**config.mk**
```make
export PLATFORM = sky130hd
export DESIGN_NAME = ex_mem
export DESIGN_NICKNAME = d
export VERILOG_FILES = /design/src/rtl/ex_mem.sv
export SDC_FILE = /design/constraint.sdc
export NUM_CORES = 1
export LEC_CHECK = 0
export BUFFER_PORTS_ARGS = -buffer_cell sky130_fd_sc_hd__buf_2
export CAP_MARGIN = 20
export CORE_AREA = 4 4 190 192
export CTS_BUF_LIST = sky130_fd_sc_hd__clkbuf_4
export CTS_CLUSTER_DIAMETER = 60
export DETAILED_ROUTE_END_ITERATION = 12
export DIE_AREA = 0 0 194 196
export HOLD_SLACK_MARGIN = 0.06
export PLACE_DENSITY = 0.52
export SETUP_SLACK_MARGIN = 0.5
export SLEW_MARGIN = 20
export SYNTH_ARGS = -nofsm -noshare
export SYNTH_HDL_FRONTEND = slang
export SYNTH_SLANG_ARGS = --single-unit
```
**constraint.sdc**
```tcl
create_clock -name clk -period 0.9 [get_ports clk]
set_input_delay 0.045 -clock clk [delete_from_list [all_inputs] [get_ports clk]]
set_output_delay 0.045 -clock clk [all_outputs]
set_load 0.01 [all_outputs]
```
**src/rtl/ex_mem.sv**
```systemverilog
// rtl/ex_mem.sv - EX/MEM pipeline register with stall/flush handling and multi-cycle EX feedback
module ex_mem #(
    parameter int DATA_W  = 32,
    parameter int ADDR_W  = 5,
    parameter int ALUOP_W = 8
) (
    input  logic                clk,
    input  logic                rst,
    input  logic [5:0]          stall,
    input  logic                flush,
    input  logic [ADDR_W-1:0]   ex_wd,
    input  logic                ex_wreg,
    input  logic [DATA_W-1:0]   ex_wdata,
    input  logic                ex_whilo,
    input  logic [DATA_W-1:0]   ex_hi,
    input  logic [DATA_W-1:0]   ex_lo,
    input  logic [ALUOP_W-1:0]  ex_aluop,
    input  logic [DATA_W-1:0]   ex_mem_addr,
    input  logic [DATA_W-1:0]   ex_reg2,
    input  logic [2*DATA_W-1:0] hilo_i,
    input  logic [1:0]          cnt_i,
    output logic [ADDR_W-1:0]   mem_wd,
    output logic                mem_wreg,
    output logic [DATA_W-1:0]   mem_wdata,
    output logic                mem_whilo,
    output logic [DATA_W-1:0]   mem_hi,
    output logic [DATA_W-1:0]   mem_lo,
    output logic [ALUOP_W-1:0]  mem_aluop,
    output logic [DATA_W-1:0]   mem_mem_addr,
    output logic [DATA_W-1:0]   mem_reg2,
    output logic [2*DATA_W-1:0] hilo_o,
    output logic [1:0]          cnt_o
);

    logic ex_stalled;
    logic mem_stalled;
    logic bubble;
    logic advance;

    assign ex_stalled  = stall[3];
    assign mem_stalled = stall[4];
    // EX held while MEM moves on: MEM must see a no-op, not a repeat of the instruction.
    assign bubble      = ex_stalled && !mem_stalled;
    // An illegal EX-advance/MEM-stall vector still advances, keeping behaviour deterministic.
    assign advance     = !ex_stalled;

    always_ff @(posedge clk) begin
        if (rst || flush) begin
            mem_wd       <= '0;
            mem_wreg     <= 1'b0;
            mem_wdata    <= '0;
            mem_whilo    <= 1'b0;
            mem_hi       <= '0;
            mem_lo       <= '0;
            mem_aluop    <= '0;
            mem_mem_addr <= '0;
            mem_reg2     <= '0;
            hilo_o       <= '0;
            cnt_o        <= 2'd0;
        end else if (bubble) begin
            mem_wd       <= '0;
            mem_wreg     <= 1'b0;
            mem_wdata    <= '0;
            mem_whilo    <= 1'b0;
            mem_hi       <= '0;
            mem_lo       <= '0;
            mem_aluop    <= '0;
            mem_mem_addr <= '0;
            mem_reg2     <= '0;
            hilo_o       <= hilo_i;
            cnt_o        <= cnt_i;
        end else if (advance) begin
            mem_wd       <= ex_wd;
            mem_wreg     <= ex_wreg;
            mem_wdata    <= ex_wdata;
            mem_whilo    <= ex_whilo;
            mem_hi       <= ex_hi;
            mem_lo       <= ex_lo;
            mem_aluop    <= ex_aluop;
            mem_mem_addr <= ex_mem_addr;
            mem_reg2     <= ex_reg2;
            hilo_o       <= '0;
            cnt_o        <= 2'd0;
        end
        // Both EX and MEM stalled: every register holds, including the accumulate state.
    end

endmodule

```
* After elaboration in Yosys (flattened, before gate mapping) *
Index checks and enable logic that the tools add are counted.

storage, ports and cells
  input port bits = 250
  bits in registers = 241

operators by class
  reduce and logical (&&, ||, !) cells = 4
  muxes and demuxes = 4
  equality and inequality tests = 1

operators by type and width
  cell                number
  $mux 64             2
  $mux 2              2
  $ne 2x1->1 const B  1
  $reduce_or 2->1     1
  $logic_and 1x1->1   1
  $logic_not 1->1     1
  $logic_or 1x1->1    1

* Logic depth before layout (Yosys ltp) *
Gate-level depths: netlist of the first run.

  word-level depth = 3
  gate-level depth with buffers = 6
  mapped depth without buffers = 2

* Least setup slack after synthesis of the first run *
No wires, ideal clock.

  path kind = input to register
  from = input stall[3]
  to = register hilo_o[48]
  buffers on the path = 3
  stages = 5
  arrival time = 921 ps
  slack = -85 ps
  cells stage by stage = buf_4 > or3b_1 > buf_4 > buf_6 > nor2_1

between the ends
  cells in the longest elaborated chain, start to end = 2
  elaborated cells on any way between the ends = 3
  classes of those cells = 1 x eq/ne; 1 x mux; 1 x reduce/logical

RTL lines
  what                                             RTL line  RTL
  start: declaration                               9         input logic [5:0] stall,
  $logic_and 1x1->1                                43        assign bubble = ex_stalled && !mem_stalled;
  $ne 2x1->1 (no line) or $mux 64 (tied branches)  --
  end signal: assignment                           70        hilo_o <= hilo_i;
  end: declaration                                 31        output logic [2*DATA_W-1:0] hilo_o,

Several ways; a longest one is shown, not always the timed one.
A chain may end at the register's enable or synchronous reset.

* Worst setup path after layout of the first run *
  from = register hilo_o[43]
  to = output hilo_o[43]

No word-level cell between the ends.

==> results of run 1 <==
==> cell families (layout without fill, tap and decap cells) <==
group                  Yosys count  in the layout  share of synthesized area
AO/OA/AOI/OAI                  175            175                    0.09702
AND/OR/NAND/NOR                418            418                     0.2474
other                            0              1                          0
flip-flops                     241            241                     0.5344
buffers and inverters           93            964                    0.04796
multiplexers                    66             66                    0.07318
==> repair_timing <==
item                       CTS  global route
hold endpoints to repair   241           241
gates resized for setup    566           168
setup endpoints to repair  482           482
pin swaps                   53           125
setup buffers               11            60
==> state kept, by name, summed over array words and instances (netlist names) <==
| name | flops |
|---|---|
| mem_wreg | 1 |
| mem_reg2 | 32 |
| mem_aluop | 8 |
| mem_wd | 5 |
| hilo_o | 64 |
| mem_whilo | 1 |
| cnt_o | 2 |
| mem_wdata | 32 |
| mem_mem_addr | 32 |
| mem_lo | 32 |
| mem_hi | 32 |
==> power breakdown <==
part / switching, W / leakage (nW) / internal, W
logic: 0.00186 / 5.29 / 0.00240
registers: 0.000241 / 2.07 / 0.0110
clock network: 0.00485 / 0.519 / 0.00549
==> routing by layer <==
metal / up-vias / global-route usage / share of wire
met1: 5036 / 0.2036 / 0.37
met3: 114 / 0.06268 / 0.078
li1: 5036 / - / -
met4: 0 / 0.1044 / 0.042
met5: - / 0 / 0
met2: 449 / 0.3221 / 0.51
==> cell usage in the layout (no fill, tap or decap), types with 2 or more instances in the layout <==
cell,Yosys,routed
dfxtp_4,0,3
buf_2,37,243
nor2_1,66,66
inv_2,0,2
a21oi_2,0,125
nand3_2,0,121
mux2i_2,0,3
dfxtp_2,0,238
clkbuf_4,0,103
clkbuf_8,0,2
nand3_4,0,4
nand3_1,175,50
a21oi_1,175,50
clkinv_1,0,12
buf_12,0,14
buf_6,4,280
buf_4,2,65
dlygate4sd3_1,0,241
mux2i_1,66,62
nand2b_1,175,175
==> stage by stage <==
| step | hold slack (ns) | setup WS [ns] |
|---|---|---|
| after floorplan | 0.1889 | -0.007704 |
| after global placement | 0.2729 | -0.08291 |
| after detailed placement | 0.2839 | -0.1204 |
| after CTS | -0.3012 | -0.4403 |
| after global routing | -0.2881 | -0.4357 |
| final | -0.2000 | -0.3270 |
==> final cells by class <==
type / instances / area share
flip-flops and latches: 241 / 0.2692
multi-input cells: 659 / 0.2582
clock buffers: 103 / 0.04055
diodes: 1 / 0.0001312
clock inverters: 16 / 0.004593
well taps: 455 / 0.02986
repair buffers: 845 / 0.3974
==> worst min path at each step <==
stage          depth (start not counted)  slack, ns        from            end
2_1_floorplan                          2       0.19  hilo_i[10]     hilo_o[10]
3_3_place_gp                           3       0.27  hilo_i[16]     hilo_o[16]
3_5_place_dp                           3       0.28  hilo_i[10]     hilo_o[10]
4_1_cts                                4      -0.30    stall[3]   mem_reg2[31]
5_1_grt                                4      -0.29    stall[3]  mem_wdata[27]
6_report                               4      -0.20    stall[3]   mem_reg2[29]
==> impl_metrics.yaml, run 1 <==
clocking:
  cts_max_level: 3
  clkTransAtPathRegs_ns: 0.07
  clkLatencyLatePin_ns: 0.71
  cts_tree: "built"
  cts_buffers: 72
  cts_hold_buffers: 241
  clock-sinks: 241
  root_buffer: "clkbuf_4"
  cts_buffer_depth: 3
sta:
  whs_ns: -0.2000
  fin_skew_ns: 0
  tns_ns: -68.01
  rsz0062_at_grt: "yes"
  tightest_slew_ns: 0.3419
  finalCritPeriodShare: 1.363
  fin_ws_ns: -0.3270
  max_slew_margin: 0.7720
  fmax_ghz: 0.8150
  finalHoldViolations: 134
  period_needed_ns: 1.227
  drv_slew: 0
  finalSetupViolCount: 241
floorplanning:
  placementRows: 68
  core_area_sq_um: 34370
  die_x_microns: 194
  start_util: 0.2626
  die_y_microns: 196
  ios: 491
  dieArea_sq_um: 38020
critical_path:
  crit_slowest_cell: "dfxtp_2"
  cp-endpoint: "hilo_o[43]"
  cp.required_ns: 0.85
  endpoint_kind: "output port"
  worstPathCellList: "buf_6"
  arrival_ns: 1.18
  reg2reg_depth: 4
  cp_num_buf_inv: 1
  critPathKind: "reg2out"
  critPathLaunchType: "flip-flop"
  crit_start: "hilo_o[43]"
  r2r_slack_ns: 0
  critPathMaxFanout: 2
  path_delay_family: "flip-flops"
  cp_slowest_stage_delay_ns: 0.36
  worstSetupPathDepth: 1
  r2r_start: "hilo_o[39]"
  rr_endpoint: "hilo_o[39]"
route:
  viasPerCell: 4.584
  postRouteAntennaNets: 0
  routed-via-count: 10640
  wl_microns: 40150
  wl_per_cell_microns: 17.31
  drt_pre_antenna_iters: 5
  drtIter0Drc: 293
  drc_errors: 0
synth:
  synth_fp_nets: 1243
  syn_area_sq_um: 9027
  avgSynthCellArea_sq_um: 9.091
  synth.distinct_cells: 13
  yosysTopAreaCell: "dfxtp_1"
  ys_ff_latch: 241
  synth_common_cells: "dfxtp_1 (241), a21oi_1 (175), nand2b_1 (175), nand3_1 (175)"
  ys_warn_count: 0
  ys_async_sr_fraction: 0
  synth_area_leaders: "dfxtp_1 (53%), nand2b_1 (12%), a21oi_1 (9.7%)"
  yosysSeqAreaShare: 0.5344
  synth_top_flop_cell: "dfxtp_1"
  synth.most_common_cell: "dfxtp_1"
  synth_edf_count: 0
  netlist_instances: 993
  synth_top_area_frac: 0.5344
global_routing:
  grt_pass1_wl_microns: 58140
  antenna_found_initial: 1
  grt_overflow_total: 0
  grt_use_total: 0.1874
  grt_max_degree: 48
  grt_pass1_vias: 11070
power_and_ir_drop:
  p_leak_nw: 7.883
  peakVddDrop_v: 0.0009142
  powerDensity_nw_per_um2: 1355
  finalPower_w: 0.02584
place:
  place_area_sq_um: 12430
  dp_hpwl_microns: 23510
  place_congestion: 0.8238
  dpl.cell_count: 1888
  portBuffers: 486
layout:
  fin_util: 0.5547
  final_area_sq_um: 19070
  fin_cells: 2320
  drive_gt1_frac: 0.6481
  regArea_sq_um: 5134
  multiInputGateArea_sq_um: 4923
  layout.nets: 2069
  areaGrowthSynthToFinish_pct: 111.2
  nFillCells: 2821
hold_path:
  hold_class: "in2reg"
run:
  maxCapViolCount: 0
status:
  status: "complete, but fails checks"
  violations: "negative hold slack, negative setup slack"
(Power assumes the default switching activity.)
==> inputs of run 2 (changes only) <==
--- a/config.mk
+++ b/config.mk
@@ -13,8 +13,9 @@
 export DETAILED_ROUTE_END_ITERATION = 12
 export DIE_AREA = 0 0 194 196
 export HOLD_SLACK_MARGIN = 0.06
-export PLACE_DENSITY = 0.52
+export PLACE_DENSITY = 0.65
 export SETUP_SLACK_MARGIN = 0.5
+export SKIP_CTS_REPAIR_TIMING = 1
 export SLEW_MARGIN = 20
 export SYNTH_ARGS = -nofsm -noshare
 export SYNTH_HDL_FRONTEND = slang
==> impl_metrics.yaml, run 2 (synthesis results as in run 1) <==
critical_path:
  worstPathCellList: "buf_6 -> buf_6"
  critPathMaxFanout: 2
  r2r_start: "mem_hi[17]"
  crit_slowest_cell: "dfxtp_2"
  cpMostUsedCell: "buf_6"
  crit_start: "mem_lo[8]"
  arrival_ns: 1.24
  endpoint_kind: "output port"
  path_delay_family: "flip-flops"
  critPathLaunchType: "flip-flop"
  critPathKind: "reg2out"
  cp.required_ns: 0.85
  cp_slowest_stage_delay_ns: 0.33
  cp_num_buf_inv: 2
clocking:
  clock-sinks: 241
  clkLatencyLatePin_ns: 0.66
  cts_buffers: 67
  root_buffer: "clkbuf_4"
  cts_buffer_depth: 3
  cts_max_level: 3
  clkTransAtPathRegs_ns: 0.06
  cts_tree: "built"
sta:
  finalCritPeriodShare: 1.425
  rsz0062_at_grt: "yes"
  max_slew_margin: 0.7644
  whs_ns: -0.1627
  tns_ns: -66.05
  fmax_ghz: 0.7799
  fin_ws_ns: -0.3823
  period_needed_ns: 1.282
  finalHoldViolations: 112
  drv_slew: 0
  tightest_slew_ns: 0.3534
  finalSetupViolCount: 241
  fin_skew_ns: 0
power_and_ir_drop:
  power_frac_comb: 0.160
  finalPower_w: 0.02597
  p_int_w: 0.01919
  power_frac_seq: 0.433
  p_leak_nw: 7.705
  powerDensity_nw_per_um2: 1424
  peakVddDrop_v: 0.001075
  pwr-share-clk: 0.408
  p_sw_frac: 0.2611
  p_sw_w: 0.006781
global_routing:
  grt_max_degree: 67
  grt_pass1_wl_microns: 47370
  antenna_found_initial: 2
  grt_overflow_total: 0
  grt_use_total: 0.1523
  grt_pass1_vias: 9096
floorplanning:
  placementRows: 68
  dieArea_sq_um: 38020
  core_area_sq_um: 34370
  die_x_microns: 194
  ios: 491
  die_y_microns: 196
  start_util: 0.2626
route:
  postRouteAntennaNets: 0
  routed-via-count: 10730
  wl_microns: 41420
  drc_errors: 0
  wl_per_cell_microns: 18.20
  viasPerCell: 4.715
  drt_pre_antenna_iters: 5
  drtIter0Drc: 421
layout:
  nFillCells: 2690
  final_area_sq_um: 18230
  layout_common_cells: "buf_6 (250), buf_2 (243), dlygate4sd3_1 (241), dfxtp_2 (236), nand2b_1 (175)"
  drive_gt1_frac: 0.5797
  mostFrequentLayoutCell: "buf_6"
  areaGrowthSynthToFinish_pct: 102.0
  regArea_sq_um: 5139
  multiInputGateArea_sq_um: 4352
  layout.nets: 2030
  top_register: "hilo_o"
  largest_reg_flops: 64
status:
  status: "complete, but fails checks"
  violations: "negative hold slack, negative setup slack"
run:
  maxCapViolCount: 0
hold_path:
  hold_class: "in2reg"
  worstHoldStart: "stall[4]"
place:
  dp_hpwl_microns: 23000
  place_congestion: 0.9304
  place_area_sq_um: 12590
  portBuffers: 486
==> run 2: cell count changes in the layout (fill, tap and decap cells not counted), sizes merged <==
cell    previous run  this run
bufinv             1         3
inv                2         1
buf              602       568
clkinv            13         6
clkbuf           105       101
==> run 2: final timing paths <==
check | end | slack [ns] | cells after the start
setup / recovery | mem_lo[8] | -0.38 | 2
hold / removal | mem_wdata[11] | -0.16 | 4
setup reg to reg | mem_hi[17] | 0.08 | 3
hold reg to reg | mem_lo[17] | 0.47 | 2
==> run 2: worst register-to-register path: cells and delay by family, from the launching register on <==
family | cells | cell delay (ns)
buffers and inverters | 1 | 0.11
AND/OR/NAND/NOR | 1 | 0.06
AO/OA/AOI/OAI | 1 | 0.20
flip-flops | 1 | 0.35
==> run 2: cell type report <==
class | count | area share
repair buffers | 811 | 0.4009
flip-flops and latches | 241 | 0.2818
multi-input cells | 659 | 0.2387
clock buffers | 99 | 0.04076
well taps | 455 | 0.03122
clock inverters | 10 | 0.006519
diodes | 1 | 0.0001372
==> run 2: through the flow <==
| step | utilization | std cells | setup WS, ns |
|---|---|---|---|
| detailed placement | 0.3662 | 1896 | -0.1363 |
| global route | 0.5305 | 2276 | -0.5262 |
| finish | 0.5305 | 2276 | -0.3823 |
| CTS | 0.3913 | 2005 | -0.5598 |
| global placement | 0.3662 | 1896 | -0.1151 |
| floorplan | - | 993 | -0.007704 |
==> run 2: power by group through the flow <==
stage	sequential [W]	clock [W]	combinational, W
3_5_place_dp	0.0113	0	0.00270
6_report	0.0112	0.0106	0.00415
4_1_cts	0.0111	0.0108	0.00271
5_1_grt	0.0113	0.0115	0.00439
2_1_floorplan	0.0115	0	0.00135
3_3_place_gp	0.0113	0	0.00269
==> run 2: metal layers <==
| metal | share of wire | wire length, microns | up-vias | global-route usage |
|---|---|---|---|---|
| met4 | 0.049 | 2017 | 2 | 0.07839 |
| met1 | 0.36 | 15000 | 5018 | 0.1676 |
| met3 | 0.091 | 3755 | 136 | 0.06217 |
| met5 | 0.00019 | 8 | - | 0 |
| li1 | - | - | 4960 | - |
| met2 | 0.50 | 20640 | 615 | 0.2539 |
